[config.mk]
export PLATFORM = sky130hd
export DESIGN_NAME = ia_sparse_encoder_flat
export DESIGN_NICKNAME = d
export VERILOG_FILES = /design/src/rtl/ia_sparse_encoder_if.sv /design/src/rtl/ia_sparse_encoder.sv /design/src/flat_wrapper.sv
export SDC_FILE = /design/constraint.sdc
export NUM_CORES = 1
export LEC_CHECK = 0
export BUFFER_PORTS_ARGS = -buffer_cell sky130_fd_sc_hd__buf_2
export CAP_MARGIN = 20
export CORE_AREA = 2 2 286 288
export CTS_BUF_LIST = sky130_fd_sc_hd__clkbuf_8
export DETAILED_ROUTE_END_ITERATION = 6
export DIE_AREA = 0 0 288 290
export PLACE_DENSITY_LB_ADDON = 0.12
export SLEW_MARGIN = 20
export SYNTH_ARGS = -nofsm -noshare
export SYNTH_HDL_FRONTEND = slang
export SYNTH_SLANG_ARGS = --single-unit
export TNS_END_PERCENT = 20
[constraint.sdc]
create_clock -name i_clk -period 6.1 [get_ports i_clk]
set_input_delay 0.61 -clock i_clk [delete_from_list [all_inputs] [get_ports i_clk]]
set_output_delay 0.61 -clock i_clk [all_outputs]
set_load 0.02 [all_outputs]
[src/rtl/ia_sparse_encoder_if.sv]
// ia_sparse_encoder_if: dense channel stream in, packed IA bundle out to the PE.
// Rev 1.0
`default_nettype none

interface ia_sparse_encoder_if #(
   parameter int CHANNEL = 32,
   parameter int DATA_W  = 16,
   parameter int C_W     = 5,
   parameter int ROW     = 32,
   parameter int COL     = 32
);
   localparam int LEN_W = $clog2(CHANNEL) + 1;
   localparam int H_W   = $clog2(ROW) + 1;
   localparam int W_W   = $clog2(COL) + 1;

   logic                           i_valid;
   logic                           o_ready;
   logic signed [DATA_W-1:0]       i_data;
   logic                           i_last;
   logic [H_W-1:0]                 i_h;
   logic [W_W-1:0]                 i_w;
   logic                           o_start;
   logic                           i_finish;
   logic [CHANNEL-1:0][DATA_W-1:0] o_ia_data;
   logic [CHANNEL-1:0][C_W-1:0]    o_ia_c_idx;
   logic [LEN_W-1:0]               o_ia_len;
   logic [LEN_W-1:0]               o_ia_iters;
   logic [H_W-1:0]                 o_ia_h;
   logic [W_W-1:0]                 o_ia_w;
   logic                           o_skip;
   logic                           o_overflow;

   modport slave (
      input  i_valid, i_data, i_last, i_h, i_w, i_finish,
      output o_ready, o_start, o_ia_data, o_ia_c_idx, o_ia_len, o_ia_iters,
             o_ia_h, o_ia_w, o_skip, o_overflow
   );

   modport master (
      output i_valid, i_data, i_last, i_h, i_w, i_finish,
      input  o_ready, o_start, o_ia_data, o_ia_c_idx, o_ia_len, o_ia_iters,
             o_ia_h, o_ia_w, o_skip, o_overflow
   );
endinterface

`default_nettype wire

[src/rtl/ia_sparse_encoder.sv]
// ia_sparse_encoder: packs nonzero channel activations of one pixel into the PE IA bundle.
// Rev 1.0
`default_nettype none

module ia_sparse_encoder #(
   parameter int CHANNEL = 32,
   parameter int DATA_W  = 16,
   parameter int C_W     = 5,
   parameter int ROW     = 32,
   parameter int COL     = 32
) (
   input  wire logic          i_clk,
   input  wire logic          i_rst,
   ia_sparse_encoder_if.slave bus
);
   localparam int LEN_W = $clog2(CHANNEL) + 1;
   localparam int H_W   = $clog2(ROW) + 1;
   localparam int W_W   = $clog2(COL) + 1;

   typedef enum logic [1:0] {
      S_IDLE    = 2'd0,
      S_COLLECT = 2'd1,
      S_ISSUE   = 2'd2,
      S_WAIT    = 2'd3
   } state_t;

   state_t                         r_state;
   logic [CHANNEL-1:0][DATA_W-1:0] r_data;
   logic [CHANNEL-1:0][C_W-1:0]    r_idx;
   logic [LEN_W-1:0]               r_len;
   logic [LEN_W-1:0]               r_ch;
   logic [H_W-1:0]                 r_h;
   logic [W_W-1:0]                 r_w;
   logic                           r_ready;
   logic                           r_start;
   logic                           r_skip;
   logic                           r_ovf;

   logic             w_accept;
   logic             w_in_range;
   logic             w_wr;
   logic [LEN_W-1:0] w_len_next;

   assign w_accept   = bus.i_valid && r_ready;
   assign w_in_range = (r_ch < LEN_W'(CHANNEL));
   assign w_wr       = w_accept && w_in_range && (bus.i_data != '0);
   assign w_len_next = r_len + LEN_W'(w_wr);

   always_ff @(posedge i_clk) begin
      if (i_rst) begin
         r_state <= S_IDLE;
         r_data  <= '0;
         r_idx   <= '0;
         r_len   <= '0;
         r_ch    <= '0;
         r_h     <= '0;
         r_w     <= '0;
         r_ready <= 1'b1;
         r_start <= 1'b0;
         r_skip  <= 1'b0;
         r_ovf   <= 1'b0;
      end else begin
         r_start <= 1'b0;
         r_skip  <= 1'b0;
         case (r_state)
            S_IDLE, S_COLLECT: begin
               if (w_accept) begin
                  if (r_state == S_IDLE) begin
                     r_h <= bus.i_h;
                     r_w <= bus.i_w;
                  end
                  if (w_wr) begin
                     r_data[r_len[C_W-1:0]] <= bus.i_data;
                     r_idx[r_len[C_W-1:0]]  <= r_ch[C_W-1:0];
                  end
                  r_len <= w_len_next;
                  // Counter stops at CHANNEL; every beat beyond it is dropped and flagged.
                  if (w_in_range) begin
                     r_ch <= r_ch + 1'b1;
                  end else begin
                     r_ovf <= 1'b1;
                  end
                  if (bus.i_last) begin
                     if (w_len_next != '0) begin
                        r_state <= S_ISSUE;
                        r_start <= 1'b1;
                        r_ready <= 1'b0;
                     end else begin
                        // All-zero pixel: nothing to hand the PE, slots are already zero.
                        r_state <= S_IDLE;
                        r_skip  <= 1'b1;
                        r_len   <= '0;
                        r_ch    <= '0;
                        r_h     <= '0;
                        r_w     <= '0;
                     end
                  end else begin
                     r_state <= S_COLLECT;
                  end
               end
            end
            S_ISSUE: begin
               r_state <= S_WAIT;
            end
            S_WAIT: begin
               if (bus.i_finish) begin
                  r_state <= S_IDLE;
                  r_data  <= '0;
                  r_idx   <= '0;
                  r_len   <= '0;
                  r_ch    <= '0;
                  r_h     <= '0;
                  r_w     <= '0;
                  r_ready <= 1'b1;
               end
            end
            default: begin
               r_state <= S_IDLE;
               r_ready <= 1'b1;
            end
         endcase
      end
   end

   assign bus.o_ready    = r_ready;
   assign bus.o_start    = r_start;
   assign bus.o_skip     = r_skip;
   assign bus.o_overflow = r_ovf;
   assign bus.o_ia_data  = r_data;
   assign bus.o_ia_c_idx = r_idx;
   assign bus.o_ia_len   = r_len;
   assign bus.o_ia_iters = {{(LEN_W-1){1'b0}}, (r_len != '0)};
   assign bus.o_ia_h     = r_h;
   assign bus.o_ia_w     = r_w;

endmodule

`default_nettype wire

[src/flat_wrapper.sv]
// flat-port wrapper written by rule: the top's interface ports become plain ports
module ia_sparse_encoder_flat 
#(
   parameter int CHANNEL = 32,
   parameter int DATA_W  = 16,
   parameter int C_W     = 5,
   parameter int ROW     = 32,
   parameter int COL     = 32
)
  (i_clk, i_rst, bus_i_valid, bus_i_data, bus_i_last, bus_i_h, bus_i_w, bus_i_finish, bus_o_ready, bus_o_start, bus_o_ia_data, bus_o_ia_c_idx, bus_o_ia_len, bus_o_ia_iters, bus_o_ia_h, bus_o_ia_w, bus_o_skip, bus_o_overflow);
  ia_sparse_encoder_if #(.CHANNEL(CHANNEL), .DATA_W(DATA_W), .C_W(C_W), .ROW(ROW), .COL(COL)) bus_i ();
  input  wire logic i_clk;
  input  wire logic i_rst;
  input wire logic [$bits(bus_i.i_valid)-1:0] bus_i_valid;
  input wire logic [$bits(bus_i.i_data)-1:0] bus_i_data;
  input wire logic [$bits(bus_i.i_last)-1:0] bus_i_last;
  input wire logic [$bits(bus_i.i_h)-1:0] bus_i_h;
  input wire logic [$bits(bus_i.i_w)-1:0] bus_i_w;
  input wire logic [$bits(bus_i.i_finish)-1:0] bus_i_finish;
  output wire logic [$bits(bus_i.o_ready)-1:0] bus_o_ready;
  output wire logic [$bits(bus_i.o_start)-1:0] bus_o_start;
  output wire logic [$bits(bus_i.o_ia_data)-1:0] bus_o_ia_data;
  output wire logic [$bits(bus_i.o_ia_c_idx)-1:0] bus_o_ia_c_idx;
  output wire logic [$bits(bus_i.o_ia_len)-1:0] bus_o_ia_len;
  output wire logic [$bits(bus_i.o_ia_iters)-1:0] bus_o_ia_iters;
  output wire logic [$bits(bus_i.o_ia_h)-1:0] bus_o_ia_h;
  output wire logic [$bits(bus_i.o_ia_w)-1:0] bus_o_ia_w;
  output wire logic [$bits(bus_i.o_skip)-1:0] bus_o_skip;
  output wire logic [$bits(bus_i.o_overflow)-1:0] bus_o_overflow;
  assign bus_i.i_valid = bus_i_valid;
  assign bus_i.i_data = bus_i_data;
  assign bus_i.i_last = bus_i_last;
  assign bus_i.i_h = bus_i_h;
  assign bus_i.i_w = bus_i_w;
  assign bus_i.i_finish = bus_i_finish;
  assign bus_o_ready = bus_i.o_ready;
  assign bus_o_start = bus_i.o_start;
  assign bus_o_ia_data = bus_i.o_ia_data;
  assign bus_o_ia_c_idx = bus_i.o_ia_c_idx;
  assign bus_o_ia_len = bus_i.o_ia_len;
  assign bus_o_ia_iters = bus_i.o_ia_iters;
  assign bus_o_ia_h = bus_i.o_ia_h;
  assign bus_o_ia_w = bus_i.o_ia_w;
  assign bus_o_skip = bus_i.o_skip;
  assign bus_o_overflow = bus_i.o_overflow;
  ia_sparse_encoder #(.CHANNEL(CHANNEL), .DATA_W(DATA_W), .C_W(C_W), .ROW(ROW), .COL(COL)) u_core (.i_clk(i_clk), .i_rst(i_rst), .bus(bus_i));
endmodule
### After elaboration in Yosys (flattened, before gate mapping)

Cells that the tools add are included.

* bitwise logic cells: 4
* eq/ne operators: 8
* reduce and logical (&&, ||, !) cells: 16
* add/sub/neg operators: 2
* $lt $le $gt $ge: 3
* muxes and demuxes: 46

Operator list (count)
* 512-bit 2-to-1 mux: 3
* 512-bit case mux with 2 select lines: 1
* 512-bit bitwise mux: 1
* 160-bit 2-to-1 mux: 3
* 160-bit case mux with 2 select lines: 1
* 160-bit bitwise mux: 1
* 6-bit 2-to-1 mux: 16
* 16-bit demux with 5-bit select: 1
* 6-bit case mux with 2 select lines: 4
* 5-bit demux with 5-bit select: 1
* 16-bit 2-to-1 mux: 1
* 16-bit nonzero test: 1
* 6-bit nonzero test: 2
* 2-bit 2-to-1 mux: 4
* 6-bit by 1-bit adder with 6-bit output: 1
* 6-bit by 1-bit adder with 6-bit output (second input constant): 1
* 5-bit by 6-bit < comparator with 1-bit output (second input constant): 1
* 6-bit < comparator (second input constant): 1
* 1-bit 2-to-1 mux: 6
* 2-bit by 1-bit inequality test with 1-bit output (second input constant): 3
* 2-bit case mux with 3 select lines: 1
* 3-bit AND reduction: 2
* 5-bit by 1-bit >= comparator with 1-bit output (second input constant): 1
* 5-bit 2-to-1 mux: 1
* other kinds (13): 21

* word-level logic and storage cells: 152
* output and inout bits: 700
* register bits: 702
* input port bits: 33

### Logic depth before layout (Yosys ltp)

Gate-level depths: netlist of run 1.

* depth after elaboration: 9
* depth in mapped cells: 12
* depth with buffers taken out: 10

### Worst setup path before layout of run 1

Ideal clock, no wire load.

* kind: input -> register
* start point: input port bus_i_data[1]
* end point: register u_core.r_ch[3]
* arrival time: 3239 ps
* library setup time: 74 ps
* data required time: 6026 ps
* slack: 2787 ps
* buffers on the path: 2
* stages on the path: 12
* path through: clkbuf_1 -> or4_4 -> nor4_1 -> nor3_1 -> ha_1 -> ha_1 -> nand2_1 -> a21oi_1 -> o2111ai_1 -> clkbuf_1 -> nand4_1 -> a31oi_1

* cells in the longest elaborated chain, start to end: 8

RTL lines
* start: declaration: RTL line flat_wrapper.sv:15 `input wire logic [$bits(bus_i.i_data)-1:0] bus_i_data;`
* 16-bit nonzero test: RTL line ia_sparse_encoder.sv:46 `assign w_wr = w_accept && w_in_range && (bus.i_data != '0);`
* 1-bit logical AND: RTL line ia_sparse_encoder.sv:46
* 6-bit by 1-bit adder with 6-bit output: RTL line ia_sparse_encoder.sv:47 `assign w_len_next = r_len + LEN_W'(w_wr);`
* 6-bit nonzero test: RTL line ia_sparse_encoder.sv:84 `if (w_len_next != '0) begin`
* 6-bit 2-to-1 mux: RTL line ia_sparse_encoder.sv:84
* 6-bit 2-to-1 mux: RTL line ia_sparse_encoder.sv:83 `if (bus.i_last) begin`
* 6-bit 2-to-1 mux: RTL line ia_sparse_encoder.sv:67 `if (w_accept) begin`
* 6-bit case mux with 2 select lines: RTL line ia_sparse_encoder.sv:65 `case (r_state)`
* end signal: assignment: RTL line ia_sparse_encoder.sv:79 `r_ch <= r_ch + 1'b1;`
* end: declaration: RTL line ia_sparse_encoder.sv:31 `logic [LEN_W-1:0] r_ch;`

No other way between the ends. The select of a mux whose other input is x is not followed.
A chain may end at the register's enable or synchronous reset.

### Final worst setup path of run 1

* start point: input port bus_i_data[9]
* end point: register u_core.r_ch[3]

Same word-level chain as after synthesis.

==> key figures, run 1 <==
Critical path
  • Worst reg-to-reg setup slack: 3.06 ns
  • Startpoint-to-endpoint class of the critical path: in2reg
  • Category of the worst setup path capture point: register
  • Worst Path Max Fanout: 25
  • Crit start category: input port
  • Worst setup startpoint: bus_i_data[9]
  • R2R Path End: u_core.bus.o_ia_data[40]
  • Path depth of the worst reg2reg path: 6
  • Reg-to-reg startpoint: u_core.r_state[1]
  • Crit path DAT: 4.34 ns
  • Critical path data required time: 6.75 ns

Yosys
  • Top post-synthesis cells by area: dfxtp_1 (53%), nand3_1 (13%), a21oi_1 (13%)
  • Primary flip-flop cell chosen by synthesis mapping: dfxtp_1
  • Post-synth EDFFs: 0
  • Post-Synthesis Mean Instance Area: 7.95 sq um
  • Summed instance area of the synthesized netlist: approximately 27000 sq um
  • Cell count after synthesis: 3349
  • Ranking of synthesized cells by instance count: dfxtp_1 (702), nand2_1 (698), nand3_1 (696)
  • Seq/Total Area, Yosys: 0.528
  • Share of the synthesized area in the top cell type: 0.528
  • Dominant cell type by area after synthesis: dfxtp_1
  • Proportion of synthesized flip-flops having asynchronous set or reset: 0
  • Most repeated cell in the gate-level netlist after synthesis: dfxtp_1
  • YS warnings: 0
  • Count of state elements after synthesis: 702
  • Number of distinct library cell variants in the gate-level netlist after synthesis: 43

Cells and area
  • Non-Filler Cell Area, Final: 32900 sq um
  • Fraction of final layout cells with drive strength greater than 1: 0.262
  • Fraction of the core area covered by cells at the end of the flow: 0.410
  • Synthesis-to-layout area growth: 23.5%
  • Post-layout nets: between 3000 and 4000
  • Count of filler cells inserted in the layout: 8470

Die
  • Die Area: 83500 sq um
  • Number of core rows: 104
  • Area of the core region: 80200 sq um
  • Floorplan die width: 288 um
  • Floorplan die height: 290 um
  • Starting density of the core: 0.332
  • IO Count: 733

Route
  • Number of DRC violations after detailed-routing iteration 0: 2430
  • Number of nets with antenna violations after routing: 0
  • WL/cell: 24.5 um
  • Final Routed Wirelength: 123 mm
  • Via density per instance: 5.30
  • Vias after detailed routing: 26600
  • Number of remaining DRC errors: 0
  • First-pass detailed-route iteration total: 5

Clock tree
  • Clock Tree Root: clkbuf_8
  • Number of CTS-inserted buffers: between 100 and 150
  • Clk_lat worst skew: 0.76 ns
  • CTS resizes: 0
  • CTS tree: done
  • Clock-pin transition on the worst setup and hold timing paths: roughly 0.060 ns
  • Clk sinks: around 700
  • Total number of H-tree levels: 3
  • Max Buffers Root-to-Sink: 3
  • Hold buffer count at cts: 0
  • Number of buffers inserted by post-CTS setup repair: 0

Power and ir drop
  • Static leakage: 0.0131 uW
  • Total chip power: 9380 uW
  • Internal power consumption: slightly below 7000 uW
  • Proportion of total power due to net switching: 0.267
  • Switching power: 2510 uW
  • Peak ir drop on the vdd network: 0.162 mV
  • Fraction of power consumed by sequential logic: 0.495
  • Share of power burned in the clock network: 0.441
  • Power per cell area: about 290 nW/um^2
  • Share of total power in combinational logic: 0.064

STA
  • Tmin final: 3.69 ns
  • Final setup vio count: 0
  • Final cycle utilization of the critical path: 0.605
  • Normalized max-slew margin: 0.134
  • Final setup TNS: 0 ns
  • Final Hold Viols: 0
  • Setup repair after global routing missed its margin: false
  • Hold slack final: 0.143 ns
  • Final setup skew: about 0.034 ns
  • Number of pins exceeding their max-slew limit in the final report: 0
  • Maximum clock rate: 271 MHz
  • Slew at the pin closest to its max-slew limit: 1.30 ns

Worst hold path
  • HP Start: bus_i_w[2]
  • Hold Crit Depth: 3
  • Hold Path End: u_core.bus.o_ia_w[2]
  • Type of the worst min-delay path: in2reg

Global routing
  • Number of global-route vias before repair: 24200
  • Initial antenna violation count: 5
  • Maximum number of pins on one net before global-route repair: approximately 220
  • GRT Total Usage: 0.278
  • First-pass GRT wire length: approximately 170 mm
  • Global-route congestion overflow total: 0

Outcome
  • Outcome: finished clean

Placement
  • Final Wtd Congestion: 0.817
  • Count of input and output buffers: 727
  • DPL Wire Length: between 70 and 80 mm
  • Area after detailed placement: between 30000 and 40000 sq um

Job
  • Max-capacitance violation count: 0
## how the worst max path moves through the flow
stage,slack [ns],end,depth (start not counted)
3_5_place_dp,1.43,u_core.r_ch[0],12
3_3_place_gp,1.48,u_core.r_ch[3],12
6_report,2.41,u_core.r_ch[3],12
2_1_floorplan,2.79,u_core.r_ch[3],12
4_1_cts,2.23,u_core.r_ch[0],12
5_1_grt,2.34,u_core.r_ch[3],12
## cell usage in the layout (no fill, tap or decap), types with 7 or more instances in the layout
cell type,instances
a21oi_1,680
a31oi_1,19
buf_2,726
buf_4,66
clkbuf_8,144
dfxtp_1,697
inv_1,43
nand2_1,698
nand3_1,695
nand3_2,30
nand4_1,18
nor2_1,14
nor3_1,7
nor3_2,28
## final cells by class
cell class	count	area [sq um]	share of cell area
Sequential cell	702	14100	0.428
Timing Repair Buffer	798	4240	0.129
Clock inverter	53	284	0.00864
Antenna cell	6	15.0	0.000457
Multi-Input combinational cell	2255	11000	0.334
Clock buffer	144	1980	0.0603
Tap cell	1060	1330	0.0403
## worst max-delay path, stage by stage
cell       delay (ns)
buf_2            0.10
or4_1            0.69
nor4_1           0.90
nor3_1           0.12
ha_1             0.31
ha_1             0.25
nand2_1          0.09
a21oi_1          0.07
o2111ai_4        0.64
buf_4            0.26
nand4_1          0.10
a31oi_1          0.20
## sequential cells by signal, indices dropped and copies added (netlist names), 2 cells and up
register,flops
u_core.r_state,2
u_core.bus.o_ia_data,512
u_core.bus.o_ia_c_idx,160
u_core.bus.o_ia_len,6
u_core.bus.o_ia_w,6
u_core.bus.o_ia_h,6
u_core.r_ch,6
## per-layer routing
metal | up-vias | wire, um | global-route usage
met4 | 4 | 3990 | 0.0962
met3 | 195 | 9380 | 0.0601
met1 | 12800 | 51200 | 0.362
met5 | - | 30 | 0.00174
met2 | 1089 | 58500 | 0.452
li1 | 12400 | - | -
## through the flow
step | std cells | setup WS (ns)
after CTS | 5012 | 2.23
after floorplan | 3353 | 2.79
after global placement | 4815 | 1.48
after global routing | 5015 | 2.34
final | 5018 | 2.41
after detailed placement | 4815 | 1.43
## cells by family (layout without fill, tap and decap cells)
| logic type | count (synthesis) | count (layout) | share of synthesized area |
|---|---|---|---|
| other cells | 1 | 11 | 0.000141 |
| buf+inv | 396 | 995 | 0.0695 |
| compound gates | 712 | 712 | 0.137 |
| fa+ha+maj | 3 | 3 | 0.00141 |
| flops | 702 | 702 | 0.528 |
| simple gates | 1535 | 1535 | 0.265 |
## power groups by stage
stage | sequential, uW | clock, uW | combinational [uW]
finish | 4650 | 4140 | 598
global route | 4650 | 4430 | 621
CTS | 4650 | 4220 | 592
detailed placement | 4740 | 0 | 592
global placement | 4740 | 0 | 594
floorplan | 4770 | 0 | 305
Note: power is estimated with default switching activity, not from simulation.
==> run 2: changes to the inputs <==
Clock period 6.1 ns to 3.1 ns, I/O delays scaled along.
==> run 2 against run 1 <==
  * Clock skew up 0.023 ns
  * Highest routed layer unchanged
  * Sequential share of layout area is 1.5 points lower
  * Critical path depth is 8 lower
  * Non-clock buffer count increased by 85
  * Count of clock-buffer cells in the layout increased by 13
==> key figures, run 2 (same netlist as run 1, synthesis figures left out) <==
STA
  • Worst-case setup margin in the final layout: 0.368 ns
  • Final setup skew: 0.0567 ns
  • Setup repair after global routing missed its margin: false
  • Final setup TNS: 0 ns
  • Final Hold Viols: 0
  • Normalized max-slew margin: 0.261
  • Final setup vio count: 0
  • Tmin final: 2.73 ns
  • Slew at the pin closest to its max-slew limit: 1.11 ns
  • Number of pins exceeding their max-slew limit in the final report: 0
  • Maximum clock rate: about 370 MHz
  • Final cycle utilization of the critical path: 0.881

Clock tree
  • CTS tree: done
  • CTS resizes: 0
  • Clock-pin transition on the worst setup and hold timing paths: 0.06 ns
  • Clock Tree Root: clkbuf_8
  • Number of CTS-inserted buffers: 120
  • Clk sinks: between 700 and 800
  • Total number of H-tree levels: 3
  • Clk_lat worst skew: between 0.7 and 0.8 ns
  • Max Buffers Root-to-Sink: 3

Global routing
  • Global-route congestion overflow total: 0
  • Initial antenna violation count: 4
  • GRT Total Usage: 0.281
  • Number of global-route vias before repair: 24500
  • First-pass GRT wire length: 176 mm
  • Maximum number of pins on one net before global-route repair: 99

Cells and area
  • Fraction of final layout cells with drive strength greater than 1: 0.277
  • Most common cell after layout, fill and taps aside: buf_2
  • Most used cells in the layout excluding fill and tap cells: buf_2 (726), nand2_1 (698), dfxtp_1 (697)
  • Non-filler cells in the finished layout: between 5000 and 6000
  • Fraction of the core area covered by cells at the end of the flow: 0.425
  • Synthesis-to-layout area growth: 27.8%
  • Area taken by multi-input logic gates: 11000 sq um
  • Seq. cell area: 14100 sq um
  • Post-layout nets: between 3000 and 4000
  • Count of filler cells inserted in the layout: 8292
  • Largest register FFs: 512

Critical path
  • Worst setup path end: bus_o_ia_iters[0]
  • Worst setup startpoint: u_core.bus.o_ia_len[3]
  • Crit path DAT: 2.42 ns
  • Path depth of the worst reg2reg path: 6
  • Worst reg-to-reg setup slack: 0.57 ns
  • Startpoint-to-endpoint class of the critical path: reg2out
  • Crit start category: register
  • Worst Path Max Fanout: 10
  • Category of the worst setup path capture point: output port
  • Critical path data required time: 2.79 ns
  • Reg-to-reg startpoint: u_core.bus.o_ia_len[3]
  • R2R Path End: u_core.bus.o_ia_data[35]

Route
  • First-pass detailed-route iteration total: 7
  • Number of nets with antenna violations after routing: 0
  • Vias after detailed routing: 26700
  • WL/cell: approximately 24 um
  • Number of remaining DRC errors: 0
  • Number of DRC violations after detailed-routing iteration 0: ~2200
  • Via density per instance: 5.21
  • Final Routed Wirelength: approximately 120 mm

Power and ir drop
  • Share of power burned in the clock network: 0.450
  • Static leakage: 0.0137 uW
  • Share of total power in combinational logic: 0.067
  • Peak ir drop on the vdd network: 0.372 mV
  • Proportion of total power due to net switching: 0.266
  • Fraction of power consumed by sequential logic: 0.483
  • Power per cell area: between 500 and 600 nW/um^2
  • Internal power consumption: 13900 uW
  • Switching power: 5030 uW

Die
  • Die Area: 83500 sq um
  • Starting density of the core: 0.332
  • Floorplan die height: about 290 um
  • Number of core rows: around 100
  • Area of the core region: 80200 sq um
  • Floorplan die width: 288 um
  • IO Count: 733

Placement
  • # placed instances: 4885
  • Final Wtd Congestion: around 0.83
  • DPL Wire Length: 76.4 mm
  • Placement-stage worst setup slack: -0.0731 ns
  • Count of input and output buffers: 727

Worst hold path
  • Type of the worst min-delay path: in2reg

Job
  • Max-capacitance violation count: 0

Outcome
  • Outcome: finished clean
run 2: how the worst min path moves through the flow:
stage | start | slack [ns] | to | cells after the start
final | bus_i_finish | 0.08 | u_core.r_state[1] | 3
after floorplan | bus_i_data[6] | 0.45 | u_core.bus.o_ia_data[326] | 2
after CTS | bus_i_finish | 0.009 | u_core.r_state[1] | 3
after global routing | bus_i_finish | 0.08 | u_core.r_state[0] | 3
after detailed placement | u_core.bus.o_ia_data[352] | 0.45 | u_core.bus.o_ia_data[352] | 2
after global placement | u_core.bus.o_ia_c_idx[0] | 0.45 | u_core.bus.o_ia_c_idx[0] | 2
run 2: cell type report:
cell class                 count  share of cell area
clock buffer                 157              0.0635
clock inverter                62             0.00874
multi-input combinational   2255               0.322
sequential                   702               0.413
timing repair buffer         883               0.154
tap                         1060              0.0389
antenna                        3            0.000220
run 2: what timing repair did:
action | in CTS | in global routing
hold endpoints to repair | 16 | 0
setup buffers | 0 | 0
hold buffers | 15 | 0
endpoints found under the setup margin | 0 | 0
run 2: worst max-delay path, stage by stage, from the launching register on:
cell	delay [ns]
dfxtp_1	0.45
or3_1	0.52
buf_4	0.21
or3_1	0.34
buf_2	0.19
run 2: power by group through the flow:
stage	Sequential, uW	Clock, uW	Combinational [uW]
after floorplan	9380	0	600
after global placement	9330	0	1260
after detailed placement	9330	0	1260
after CTS	9130	8650	1270
after global routing	9140	9070	1340
final	9130	8500	1280
run 2: routing by layer:
| layer | track usage | share of wire | vias up |
|---|---|---|---|
| li1 | - | - | 12600 |
| met2 | 0.461 | 0.48 | 1027 |
| met3 | 0.0597 | 0.072 | 183 |
| met5 | 0 | 0.00010 | - |
| met4 | 0.100 | 0.032 | 2 |
| met1 | 0.363 | 0.42 | 12800 |
run 2: per-stage QoR:
step	hold WS (ns)	total power [uW]	instance area, sq um
final	0.0787	18900	34100
after global routing	0.0790	19500	34100
after CTS	0.00920	19100	34000
after detailed placement	0.455	10600	31400
after global placement	0.450	10600	31400
after floorplan	0.446	9980	26700
==> run 3: changes to the inputs <==
Clock period 3.1 ns to 2.83 ns, I/O delays scaled along.
==> run 3 against run 2 <==
  * Non-clock buffer count is 18 higher
  * Highest routed layer is now met4
  * Total power up 8.7%
  * Final cell count rose by 0.16%
  * Critical path type unchanged
  * Critical endpoint unchanged
  * Largest power group unchanged
  * Critical path depth down 1
  * Largest cell class unchanged
==> key figures, run 3 (same netlist as run 1, synthesis figures left out) <==
STA
  • Normalized max-slew margin: 0.303
  • Slew at the pin closest to its max-slew limit: 1.04 ns
  • Worst-case setup margin in the final layout: 0.164 ns
  • Final Hold Viols: 0
  • Final cycle utilization of the critical path: 0.942
  • Hold slack final: 0.0715 ns
  • Tmin final: 2.67 ns
  • Maximum clock rate: 375 MHz
  • Number of pins exceeding their max-slew limit in the final report: 0
  • Final setup skew: roughly 0.05 ns
  • Final setup vio count: 0
  • Setup repair after global routing missed its margin: false

Power and ir drop
  • Fraction of power consumed by sequential logic: 0.488
  • Internal power consumption: ~15000 uW
  • Static leakage: 0.0139 uW
  • Peak ir drop on the vdd network: 0.381 mV
  • Share of total power in combinational logic: 0.069
  • Proportion of total power due to net switching: 0.266
  • Share of power burned in the clock network: 0.444
  • Switching power: approximately 5500 uW
  • Power per cell area: 593 nW/um^2

Die
  • Starting density of the core: 0.332
  • Number of core rows: around 100
  • Die Area: 83500 sq um
  • Floorplan die height: roughly 290 um
  • IO Count: 733
  • Area of the core region: roughly 80000 sq um
  • Floorplan die width: 288 um

Worst hold path
  • Hold Crit Depth: 2
  • Type of the worst min-delay path: in2reg

Clock tree
  • Max Buffers Root-to-Sink: 3
  • Number of CTS-inserted buffers: between 100 and 150
  • Total number of H-tree levels: 3
  • CTS tree: done
  • Clk_lat worst skew: 0.77 ns
  • Clock-pin transition on the worst setup and hold timing paths: 0.06 ns
  • Clk sinks: approximately 700
  • Clock Tree Root: clkbuf_8

Placement
  • Area after detailed placement: approximately 32000 sq um
  • Final Wtd Congestion: 0.836
  • # placed instances: slightly below 5000
  • Count of input and output buffers: just over 700
  • DPL Wire Length: 76.4 mm
  • Placement-stage worst setup slack: -0.473 ns

Job
  • Max-capacitance violation count: 0

Cells and area
  • Synthesis-to-layout area growth: 30.1%
  • Fraction of final layout cells with drive strength greater than 1: 0.277
  • Fraction of the core area covered by cells at the end of the flow: 0.432
  • Most used cells in the layout excluding fill and tap cells: buf_2 (726), nand2_1 (698), dfxtp_1 (697)
  • Non-filler cells in the finished layout: 5130
  • Post-layout nets: 4014
  • Largest register FFs: 512
  • Non-Filler Cell Area, Final: between 30000 and 40000 sq um
  • Most common cell after layout, fill and taps aside: buf_2

Critical path
  • Worst Path Max Fanout: 11
  • Category of the worst setup path capture point: output port
  • Crit path DAT: 2.38 ns
  • Critical path data required time: roughly 2.6 ns
  • Crit start category: register
  • Path depth of the worst reg2reg path: 10
  • Startpoint-to-endpoint class of the critical path: reg2out

Global routing
  • Global-route congestion overflow total: 0
  • First-pass GRT wire length: 176 mm
  • GRT Total Usage: 0.280
  • Maximum number of pins on one net before global-route repair: 113
  • Number of global-route vias before repair: 24600
  • Initial antenna violation count: 8

Route
  • Number of DRC violations after detailed-routing iteration 0: 2422
  • Number of remaining DRC errors: 0
  • First-pass detailed-route iteration total: 5
  • WL/cell: 24.1 um
  • Number of nets with antenna violations after routing: 0
  • Vias after detailed routing: 27000
  • Final Routed Wirelength: 124 mm
  • Via density per instance: about 5.3

Outcome
  • Outcome: finished clean
## run 3: cell types whose count changed in the layout (fill, tap and decap cells not counted), sizes merged
| cell | previous run | this run |
|---|---|---|
| buf | 868 | 885 |
| clkbuf | 157 | 149 |
| clkinv | 12 | 7 |
| diode | 3 | 5 |
| bufinv | 0 | 1 |
| clkinvlp | 2 | 1 |
| dlygate4sd3 | 15 | 16 |
| inv | 48 | 49 |
## run 3: final timing paths
kind / start / end / slack (ns)
worst max-delay path: u_core.bus.o_ia_len[3] / bus_o_ia_iters[0] / 0.16
worst min register to register: u_core.bus.o_ia_data[61] / u_core.bus.o_ia_data[61] / 0.46
worst max register to register: u_core.bus.o_ready / u_core.bus.o_ready / 0.39
worst min-delay path: i_rst / u_core.bus.o_ia_c_idx[150] / 0.07
## run 3: final cells by class
class / instances / area (sq um)
fillers: 8220 / 45500
flip-flops and latches: 702 / 14100
multi-input cells: 2255 / 11000
repair buffers: 901 / 5960
clock buffers: 149 / 2050
well taps: 1060 / 1330
clock inverters: 58 / 304
diodes: 5 / 12.5
## run 3: layer usage
| layer | vias to the layer above | wire length [um] | track usage |
|---|---|---|---|
| li1 | 12700 | - | - |
| met3 | 206 | 9530 | 0.0648 |
| met4 | 0 | 4090 | 0.0986 |
| met1 | 13100 | 51300 | 0.365 |
| met2 | 1088 | 58700 | 0.453 |
| met5 | - | 0 | 0 |
## run 3: what timing repair did
action,4_1_cts,5_1_grt
hold buffers,16,0
hold endpoints to repair,17,0
buffers inserted,0,0
resized for setup,0,0
## run 3: worst max-delay path, stage by stage (launching register included)
cell     delay [ns]
dfxtp_1        0.46
or3_1          0.61
or3_1          0.41
buf_2          0.19
## run 3: power groups by stage
| stage | clock network, uW | registers (uW) | logic [uW] |
|---|---|---|---|
| after floorplan | 0 | 10300 | 660 |
| after global placement | 0 | 10200 | 1390 |
| after detailed placement | 0 | 10200 | 1390 |
| after CTS | 9280 | 10000 | 1410 |
| after global routing | 9740 | 10000 | 1480 |
| final | 9120 | 10000 | 1410 |
## run 3: through the flow
step,power [uW],TNS (ns)
after floorplan,10900,-0.0759
after global placement,11600,-9.88
after detailed placement,11600,-9.70
after CTS,20700,0
after global routing,21300,0
final,20600,0
